## config.mk

```make
export PLATFORM = sky130hd
export DESIGN_NAME = frame_sync_param
export DESIGN_NICKNAME = d
export VERILOG_FILES = /design/src/rtl/frame_sync_param.sv
export SDC_FILE = /design/constraint.sdc
export NUM_CORES = 1
export LEC_CHECK = 0
export CELL_PAD_IN_SITES_DETAIL_PLACEMENT = 1
export CELL_PAD_IN_SITES_GLOBAL_PLACEMENT = 1
export CORE_MARGIN = 5
export CORE_UTILIZATION = 42
export CTS_CLUSTER_DIAMETER = 100
export DETAILED_ROUTE_END_ITERATION = 10
export GPL_ROUTABILITY_DRIVEN = 0
export PLACE_DENSITY = 0.74
export SYNTH_ARGS = -nofsm -noshare
export SYNTH_HDL_FRONTEND = slang
export SYNTH_SLANG_ARGS = --single-unit
```

## constraint.sdc

```tcl
create_clock -name clk_out -period 5.2 [get_ports clk_out]
set_clock_uncertainty 0.15 [all_clocks]
set_input_delay 1.3 -clock clk_out [delete_from_list [all_inputs] [get_ports clk_out]]
set_output_delay 1.3 -clock clk_out [all_outputs]
set_load 0.01 [all_outputs]
```

## src/rtl/frame_sync_param.sv

```systemverilog
// Serial frame synchroniser: hunts a SYNC_W-bit word, confirms it over BACKWARD_N frames,
// then flywheels through up to FORWARD_N-1 missed sync words. Advances only on bit_en.
module frame_sync_param #(
  parameter int                SYNC_W     = 8,
  parameter logic [SYNC_W-1:0] SYNC_WORD  = 8'b01111110,
  parameter int                FRAME_LEN  = 64,
  parameter int                BACKWARD_N = 2,
  parameter int                FORWARD_N  = 4,
  parameter int                MAX_ERR    = 0,
  localparam int               CW         = $clog2(FRAME_LEN),
  localparam int               MW         = $clog2(FORWARD_N + 1)
) (
  input  logic          clk_out,
  input  logic          rst_n,
  input  logic          bit_en,
  input  logic          data_in,
  output logic          data_out,
  output logic          data_valid,
  output logic          is_frame_synchronized,
  output logic [1:0]    sync_state,
  output logic          frame_start,
  output logic [CW-1:0] bit_index,
  output logic [MW-1:0] miss_cnt
);

  localparam int EW = $clog2(SYNC_W + 1);
  localparam int FW = $clog2(BACKWARD_N + 1);
  localparam logic [FW-1:0] CONF_MAX = FW'(BACKWARD_N);
  localparam logic [MW-1:0] MISS_MAX = MW'(FORWARD_N);
  localparam logic [CW-1:0] IDX_LAST = CW'(FRAME_LEN - 1);

  typedef enum logic [1:0] {
    HUNT     = 2'b00,
    VERIFY   = 2'b11,
    LOCKED   = 2'b10,
    FLYWHEEL = 2'b01
  } state_t;

  state_t            state_q;
  logic [SYNC_W-1:0] shreg_q;
  logic [CW-1:0]     bit_idx_q;
  logic [FW-1:0]     conf_q;
  logic [MW-1:0]     miss_q;
  logic              dout_q;
  logic              dvld_q;
  logic              fs_q;

  logic [SYNC_W-1:0] diff;
  logic [EW-1:0]     err_cnt;
  logic              match;
  logic              last;

  // Hamming distance of the pre-shift window against the sync pattern.
  assign diff = shreg_q ^ SYNC_WORD;
  always_comb begin
    err_cnt = '0;
    for (int i = 0; i < SYNC_W; i++) err_cnt = err_cnt + EW'(diff[i]);
  end
  assign match = (err_cnt <= EW'(MAX_ERR));
  assign last  = (bit_idx_q == IDX_LAST);

  always_ff @(posedge clk_out or negedge rst_n) begin
    if (!rst_n) begin
      state_q   <= HUNT;
      shreg_q   <= '0;
      bit_idx_q <= '0;
      conf_q    <= '0;
      miss_q    <= '0;
      dout_q    <= 1'b0;
      dvld_q    <= 1'b0;
      fs_q      <= 1'b0;
    end else begin
      dvld_q <= bit_en;
      fs_q   <= 1'b0;
      if (bit_en) begin
        shreg_q <= {shreg_q[SYNC_W-2:0], data_in};
        dout_q  <= shreg_q[SYNC_W-1];
        if (state_q == HUNT) begin
          bit_idx_q <= '0;
          if (match) begin
            conf_q  <= FW'(1);
            state_q <= (BACKWARD_N == 1) ? LOCKED : VERIFY;
          end
        end else begin
          bit_idx_q <= last ? '0 : bit_idx_q + CW'(1);
          if (last) begin
            case (state_q)
              VERIFY: begin
                if (match) begin
                  conf_q <= conf_q + FW'(1);
                  if (conf_q + FW'(1) == CONF_MAX) state_q <= LOCKED;
                end else begin
                  conf_q  <= '0;
                  state_q <= HUNT;
                end
              end
              LOCKED: begin
                if (match) begin
                  fs_q <= 1'b1;
                end else if (FORWARD_N == 1) begin
                  conf_q  <= '0;
                  miss_q  <= '0;
                  state_q <= HUNT;
                end else begin
                  miss_q  <= MW'(1);
                  state_q <= FLYWHEEL;
                end
              end
              FLYWHEEL: begin
                if (match) begin
                  miss_q  <= '0;
                  fs_q    <= 1'b1;
                  state_q <= LOCKED;
                end else if (miss_q + MW'(1) == MISS_MAX) begin
                  miss_q  <= '0;
                  conf_q  <= '0;
                  state_q <= HUNT;
                end else begin
                  miss_q <= miss_q + MW'(1);
                end
              end
              default: state_q <= HUNT;
            endcase
          end
        end
      end
    end
  end

  assign data_out              = dout_q;
  assign data_valid            = dvld_q;
  assign sync_state            = state_q;
  assign is_frame_synchronized = (state_q == LOCKED) || (state_q == FLYWHEEL);
  assign frame_start           = fs_q;
  assign bit_index             = bit_idx_q;
  assign miss_cnt              = miss_q;

endmodule

```

==> results of run 1 <==
-- worst min path at each step --
stage	endpoint	cells past startpoint
after global placement	shreg_q[4]$_DFFE_PN0P_	2
after CTS	shreg_q[6]$_DFFE_PN0P_	2
after floorplan	shreg_q[1]$_DFFE_PN0P_	2
after detailed placement	shreg_q[4]$_DFFE_PN0P_	2
final	shreg_q[5]$_DFFE_PN0P_	2
after global routing	shreg_q[6]$_DFFE_PN0P_	2
-- critical path, stage by stage (launching register included) --
cell      delay (ps)
dfrtp_1          370
inv_1             70
fa_1             540
inv_1             50
fa_1             450
fa_1             500
ha_1             170
inv_1             60
fa_1             430
nand2_2          110
nand3_2          130
or2_1            340
o311ai_4         250
mux2_4           320
-- registers in the layout (all words and copies together), names as in the netlist --
register	flops
frame_start	1
shreg_q	8
sync_state	2
conf_q	2
miss_cnt	3
data_out	1
bit_index	6
data_valid	1
-- cell type report --
| type | instances | area, um^2 |
|---|---|---|
| inverter | 25 | 93.8 |
| clock buffer | 4 | 36.3 |
| timing repair buffer | 19 | 188 |
| tap | 46 | 57.6 |
| sequential | 24 | 601 |
| fill | 390 | 1650 |
| multi-input combinational | 97 | 762 |
-- per-layer routing --
metal  up-vias  global-route usage (%)  routed length, um
li1        544                       -                  -
met1       548                    20.8               1620
met2        16                    23.0               1480
met3         2                    2.03                100
met4         0                    3.25                 28
met5         -                       0                  0
-- where the power goes --
group,switching (uW),leakage (uW),internal (uW)
registers,46.1,0.000295,227
logic,293,0.000453,218
clock network,55.5,0.0000210,42.7
total,395,0.000769,487
-- synth_stat cells, drive strengths merged, types with 2 or more instances --
| cell | n |
|---|---|
| buf | 4 |
| inv | 25 |
| mux2 | 3 |
| ha | 11 |
| nor2 | 7 |
| dfrtp | 24 |
| o22a | 2 |
| fa | 4 |
| a21oi | 7 |
| nand4 | 2 |
| xor2 | 2 |
| nand3 | 2 |
| o21ai | 12 |
| nor2b | 2 |
| o22ai | 5 |
| nor3 | 2 |
| a31oi | 2 |
| nand2 | 14 |
| nand2b | 2 |
| or3 | 3 |
| and4 | 2 |
-- cell usage in the layout (no fill, tap or decap), types with 2 or more instances in the layout --
cell	n
fa_1	4
a21oi_1	7
nand4_1	2
xor2_1	2
or3_1	3
clkdlybuf4s50_1	18
and4_1	2
inv_1	24
o22ai_1	5
nand2_1	12
o21ai_2	2
nand2_2	2
nor2_1	7
o21ai_0	10
nor3_1	2
dfrtp_1	24
clkbuf_4	3
nor2b_1	2
mux2_2	2
nand2b_1	2
ha_1	11
-- cells by family (layout without fill, tap and decap cells) --
group,after synthesis,in the layout
AOI/OAI and AO/OA,36,36
DFF,24,24
and+or+nand+nor,40,40
muxes,3,3
xor gates and xnor gates,3,3
buffers and inverters,30,48
adders and majority gates,15,15
-- metrics by stage --
step           area [um^2]  setup WS [ps]  std cells  power (uW)
2_1_floorplan         1490           1360        151         638
6_report              1740           1180        215         882
3_5_place_dp          1700           1160        211         788
4_1_cts               1740           1160        215         888
5_1_grt               1740            978        215         962
3_3_place_gp          1700           1300        211         765
==> impl_metrics.tcl, run 1 <==
set metrics [dict create \
    drt-vias-per-instance 5.16 \
    wire_per_inst_um 15.0 \
    synthAdderAreaFrac_pct 14.6 \
    die_h_um 69.5 \
    power_leakage_uw 0.000769 \
    hold_start "shreg_q[4]$_DFFE_PN0P_" \
    cts.sinks 24 \
    num_rows 21 \
    r2r_end "conf_q[0]$_DFFE_PN0P_" \
    core-area_um2 3390 \
    synth_edf_count 0 \
    synth.distinct_cells 45 \
    yosysTopAreaCell "dfrtp_1" \
    reg2regPathDepth 13 \
    synth_flop_cell "dfrtp_1" \
    nets 189 \
    grt.total_usage_pct 14.5 \
    power_density_nw_per_um2 507 \
    slew_headroom_pct 29.3 \
    syn_inst 151 \
    pin_count 19 \
    cts-root-buf "clkbuf_4" \
    setup_tns_ps 0 \
    hold_path.class "reg -> reg" \
    synthesis.nets 170 \
    syn_area_um2 1490 \
    synth_top_family_by_area "compound AO/OA/AOI/OAI gates" \
    path_class "reg -> reg" \
    start_util_pct 43.9 \
    cts_hold_buffers 0 \
    finalCritPeriodShare_pct 77.3 \
    yosys-mux-area-fraction_pct 2.52 \
    synth_area_leaders "dfrtp_1, ha_1, inv_1, fa_1, o21ai_0" \
    grt.overflow.total 0 \
    htree_levels 1 \
    grt_max_degree 29 \
    ir_drop_uv 303 \
    antenna_left 0 \
    post_cts_buffers 0 \
    fmax_ghz 0.249 \
    synth_compound_area_share_pct 18.2 \
    flow.area_growth_from_synthesis_pct 16.8 \
    hold_slack_ps 351 \
    cts_buffer_depth 2 \
    die-area_um2 4830 \
    r2r_slack_ps 1180 \
    final-max-slew-violation-count 0 \
    post-route-util_pct 51.3 \
    outcome "complete, no violations" \
    drive_gt1_share_pct 11.8 \
    seq_area_frac_synth_pct 40.4 \
    ys.warnings.count 0 \
    postCtsResizedCells 0 \
    synthSimpleGateAreaFrac_pct 14.1 \
    cp-start-kind "flip-flop" \
    cts_tree "yes" \
    drt_wl_total_mm 3.23 \
    diodes 0 \
    critPathCapture "conf_q[0]$_DFFE_PN0P_" \
    setup_viol 0 \
    ys_seq_elements 24 \
    synth_xor_area_share_pct 1.77 \
    synth_area_per_cell_um2 9.85 \
    crit_path_max_fanout 6 \
    dr.first_iter.drc_count 45 \
    synth.top_cell.area_share_pct 40.4 \
    worstPathArrival_ps 4090 \
    period_needed_ps 4020 \
    rr_startpoint "shreg_q[0]$_DFFE_PN0P_" \
    synthArstFlopShare_pct 100 \
    required_ps 5270 \
    clk_pin_slew_ps 140 \
    clk_latency_ps 310 \
    portBuffers 18 \
    hpwl_mm 2.55 \
    hold_violations 0 \
    rsz0062_at_grt "false" \
    maxCapViolations 0 \
    worstMarginPinSlew_ps 1060 \
    numCtsBuffers 3 \
    drc 0 \
    cp-startpoint "shreg_q[0]$_DFFE_PN0P_" \
    grt_pass1_vias 1209 \
    vias 1110 \
    first_pass_iters 4 \
    antenna_found_initial 0 \
    grt_first_pass_wirelength_mm 5.88 \
    die_w_um 69.5 \
    crit_path_end_kind "flip-flop" \
]
(Power assumes the default switching activity.)
==> run 2: changes to the inputs <==
==> constraint.sdc (replaced) <==
create_clock -name clk_out -period 4.1 [get_ports clk_out]
set_clock_uncertainty 0.15 [all_clocks]
set_input_delay 1.025 -clock clk_out [delete_from_list [all_inputs] [get_ports clk_out]]
set_output_delay 1.025 -clock clk_out [all_outputs]
set_load 0.01 [all_outputs]
==> run 2 against run 1 <==
Die area unchanged. Sequential share of layout area down 0.54 points. First-iteration DRC count down 11%. Critical path type unchanged.
==> impl_metrics.tcl, run 2 (synthesis results as in run 1) <==
set metrics [dict create \
    grt_max_degree 25 \
    worstPathArrival_ps 4000 \
    r2r_end "conf_q[0]$_DFFE_PN0P_" \
    outcome "complete, no violations" \
    cts_tree "yes" \
    grt.overflow.total 0 \
    critPathCapture "conf_q[0]$_DFFE_PN0P_" \
    fill_cells 361 \
    hpwl_mm 2.76 \
    hold_path.class "reg -> reg" \
    cp-start-kind "flip-flop" \
    p_int_uw 650 \
    power_leakage_uw 0.000779 \
    diodes 0 \
    max_flop_register "shreg_q" \
    antenna_left 0 \
    worst_slack_ps 152 \
    p_sw_share_pct 44.6 \
    drt_wl_total_mm 3.54 \
    seqCellArea_um2 601 \
    post-route-util_pct 52.1 \
    clk_pin_slew_ps 130 \
    die_w_um 69.5 \
    nets 191 \
    required_ps 4160 \
    grt_first_pass_wirelength_mm 6.15 \
    num_rows 21 \
    vias 1142 \
    cp-startpoint "shreg_q[0]$_DFFE_PN0P_" \
    flow.area_growth_from_synthesis_pct 18.7 \
    ir_drop_uv 380 \
    reg2regPathDepth 12 \
    die_h_um 69.5 \
    clk_latency_ps 310 \
    worstMarginPinSlew_ps 448 \
    pin_count 19 \
    path_class "reg -> reg" \
    drc 0 \
    cts_hold_buffers 0 \
    rr_startpoint "shreg_q[0]$_DFFE_PN0P_" \
    layout_common_cells "inv_1, dfrtp_1, clkdlybuf4s50_1, nand2_1, ha_1" \
    crit_path_end_kind "flip-flop" \
    cts_buffer_depth 2 \
    antenna_found_initial 0 \
    setup_viol 0 \
    first_pass_iters 4 \
    portBuffers 18 \
    fmax_ghz 0.253 \
    start_util_pct 43.9 \
    grt_pass1_vias 1218 \
    power.share.combinational_pct 59.7 \
    pre_cts_ws_ps 85.2 \
    period_needed_ps 3950 \
    switchingPower_uw 524 \
    maxCapViolations 0 \
    die-area_um2 4830 \
    power_frac_clock_pct 10.6 \
    rsz0062_at_grt "false" \
    crit_path_max_fanout 5 \
    largest_reg_flops 8 \
    cts.sinks 24 \
    dr.first_iter.drc_count 40 \
    hold_violations 0 \
    drive_gt1_share_pct 14.0 \
    grt.total_usage_pct 15.5 \
    core-area_um2 3390 \
    cts-root-buf "clkbuf_4" \
    wire_per_inst_um 16.3 \
    r2r_slack_ps 150 \
    finalCritPeriodShare_pct 96.3 \
    seq_power_share_pct 29.7 \
    drt-vias-per-instance 5.26 \
    htree_levels 1 \
    power_density_nw_per_um2 665 \
    setup_tns_ps 0 \
    slew_headroom_pct 70.1 \
    final-max-slew-violation-count 0 \
    numCtsBuffers 3 \
    multi_input_area_um2 774 \
]
[run 2: cell types whose count changed in the layout (fill, tap and decap cells not counted)]
cell,before,now
buf_4,1,3
fa_1,4,3
fa_2,0,1
nand3_2,1,0
nand3_4,0,1
or2_1,1,0
or2_4,0,1
[run 2: worst max-delay path, cell delays in order (launching register included)]
cell	delay (ps)
dfrtp_1	370
inv_1	60
fa_1	530
inv_1	50
fa_1	460
fa_1	500
ha_1	170
inv_1	60
fa_2	560
nand3_4	90
or2_4	290
o311ai_4	240
mux2_4	320
[run 2: power by group through the flow]
stage / clock, uW / combinational [uW] / sequential [uW]
2_1_floorplan: 0 / 458 / 351
3_3_place_gp: 0 / 624 / 350
3_5_place_dp: 0 / 650 / 354
4_1_cts: 134 / 653 / 349
5_1_grt: 143 / 772 / 358
6_report: 124 / 700 / 349
[run 2: through the flow]
step	instance area, um^2	hold slack, ps	power (uW)	cells
CTS	1750	359	1140	216
global placement	1710	311	974	212
global route	1770	405	1270	217
detailed placement	1710	328	1000	212
finish	1770	360	1170	217
floorplan	1490	300	809	151
[run 2: routing by layer]
metal	vias up	wire [um]	GRT usage, %	part of all wire [%]
li1	551	-	-	-
met1	573	1660	21.1	47
met2	14	1730	25.6	49
met3	4	94	2.17	2.7
met4	0	50	4.12	1.4
met5	-	0	0	0
[run 2: layout make-up]
type	count	area share (%)
repair buffers	21	11.5
clock buffers	4	2.06
flip-flops and latches	24	34.0
multi-input cells	97	43.9
well taps	46	3.26
inverters	25	5.32
[run 2: worst min path at each step]
stage / from / endpoint / cells past startpoint / slack, ps
2_1_floorplan: shreg_q[0]$_DFFE_PN0P_ / shreg_q[1]$_DFFE_PN0P_ / 2 / 300
3_3_place_gp: shreg_q[3]$_DFFE_PN0P_ / shreg_q[4]$_DFFE_PN0P_ / 2 / 310
3_5_place_dp: shreg_q[3]$_DFFE_PN0P_ / shreg_q[4]$_DFFE_PN0P_ / 2 / 330
4_1_cts: shreg_q[3]$_DFFE_PN0P_ / shreg_q[4]$_DFFE_PN0P_ / 2 / 360
5_1_grt: shreg_q[3]$_DFFE_PN0P_ / shreg_q[4]$_DFFE_PN0P_ / 2 / 410
6_report: shreg_q[3]$_DFFE_PN0P_ / shreg_q[4]$_DFFE_PN0P_ / 2 / 360
[run 2: what timing repair did]
action | 4_1_cts | 5_1_grt
endpoints found under the setup margin | 0 | 1
setup buffers | 0 | 1
gates resized for setup | 0 | 3
==> run 3: changes to the inputs <==
--- a/config.mk
+++ b/config.mk
@@ -5,11 +5,12 @@
 export SDC_FILE = /design/constraint.sdc
 export NUM_CORES = 1
 export LEC_CHECK = 0
+export CAP_MARGIN = 10
 export CELL_PAD_IN_SITES_DETAIL_PLACEMENT = 1
 export CELL_PAD_IN_SITES_GLOBAL_PLACEMENT = 1
 export CORE_MARGIN = 5
 export CORE_UTILIZATION = 42
-export CTS_CLUSTER_DIAMETER = 100
+export CTS_CLUSTER_DIAMETER = 50
 export DETAILED_ROUTE_END_ITERATION = 10
 export GPL_ROUTABILITY_DRIVEN = 0
 export PLACE_DENSITY = 0.74
==> results of run 3 <==
The final DEF is identical to that of run 2; final timing and power are the same.
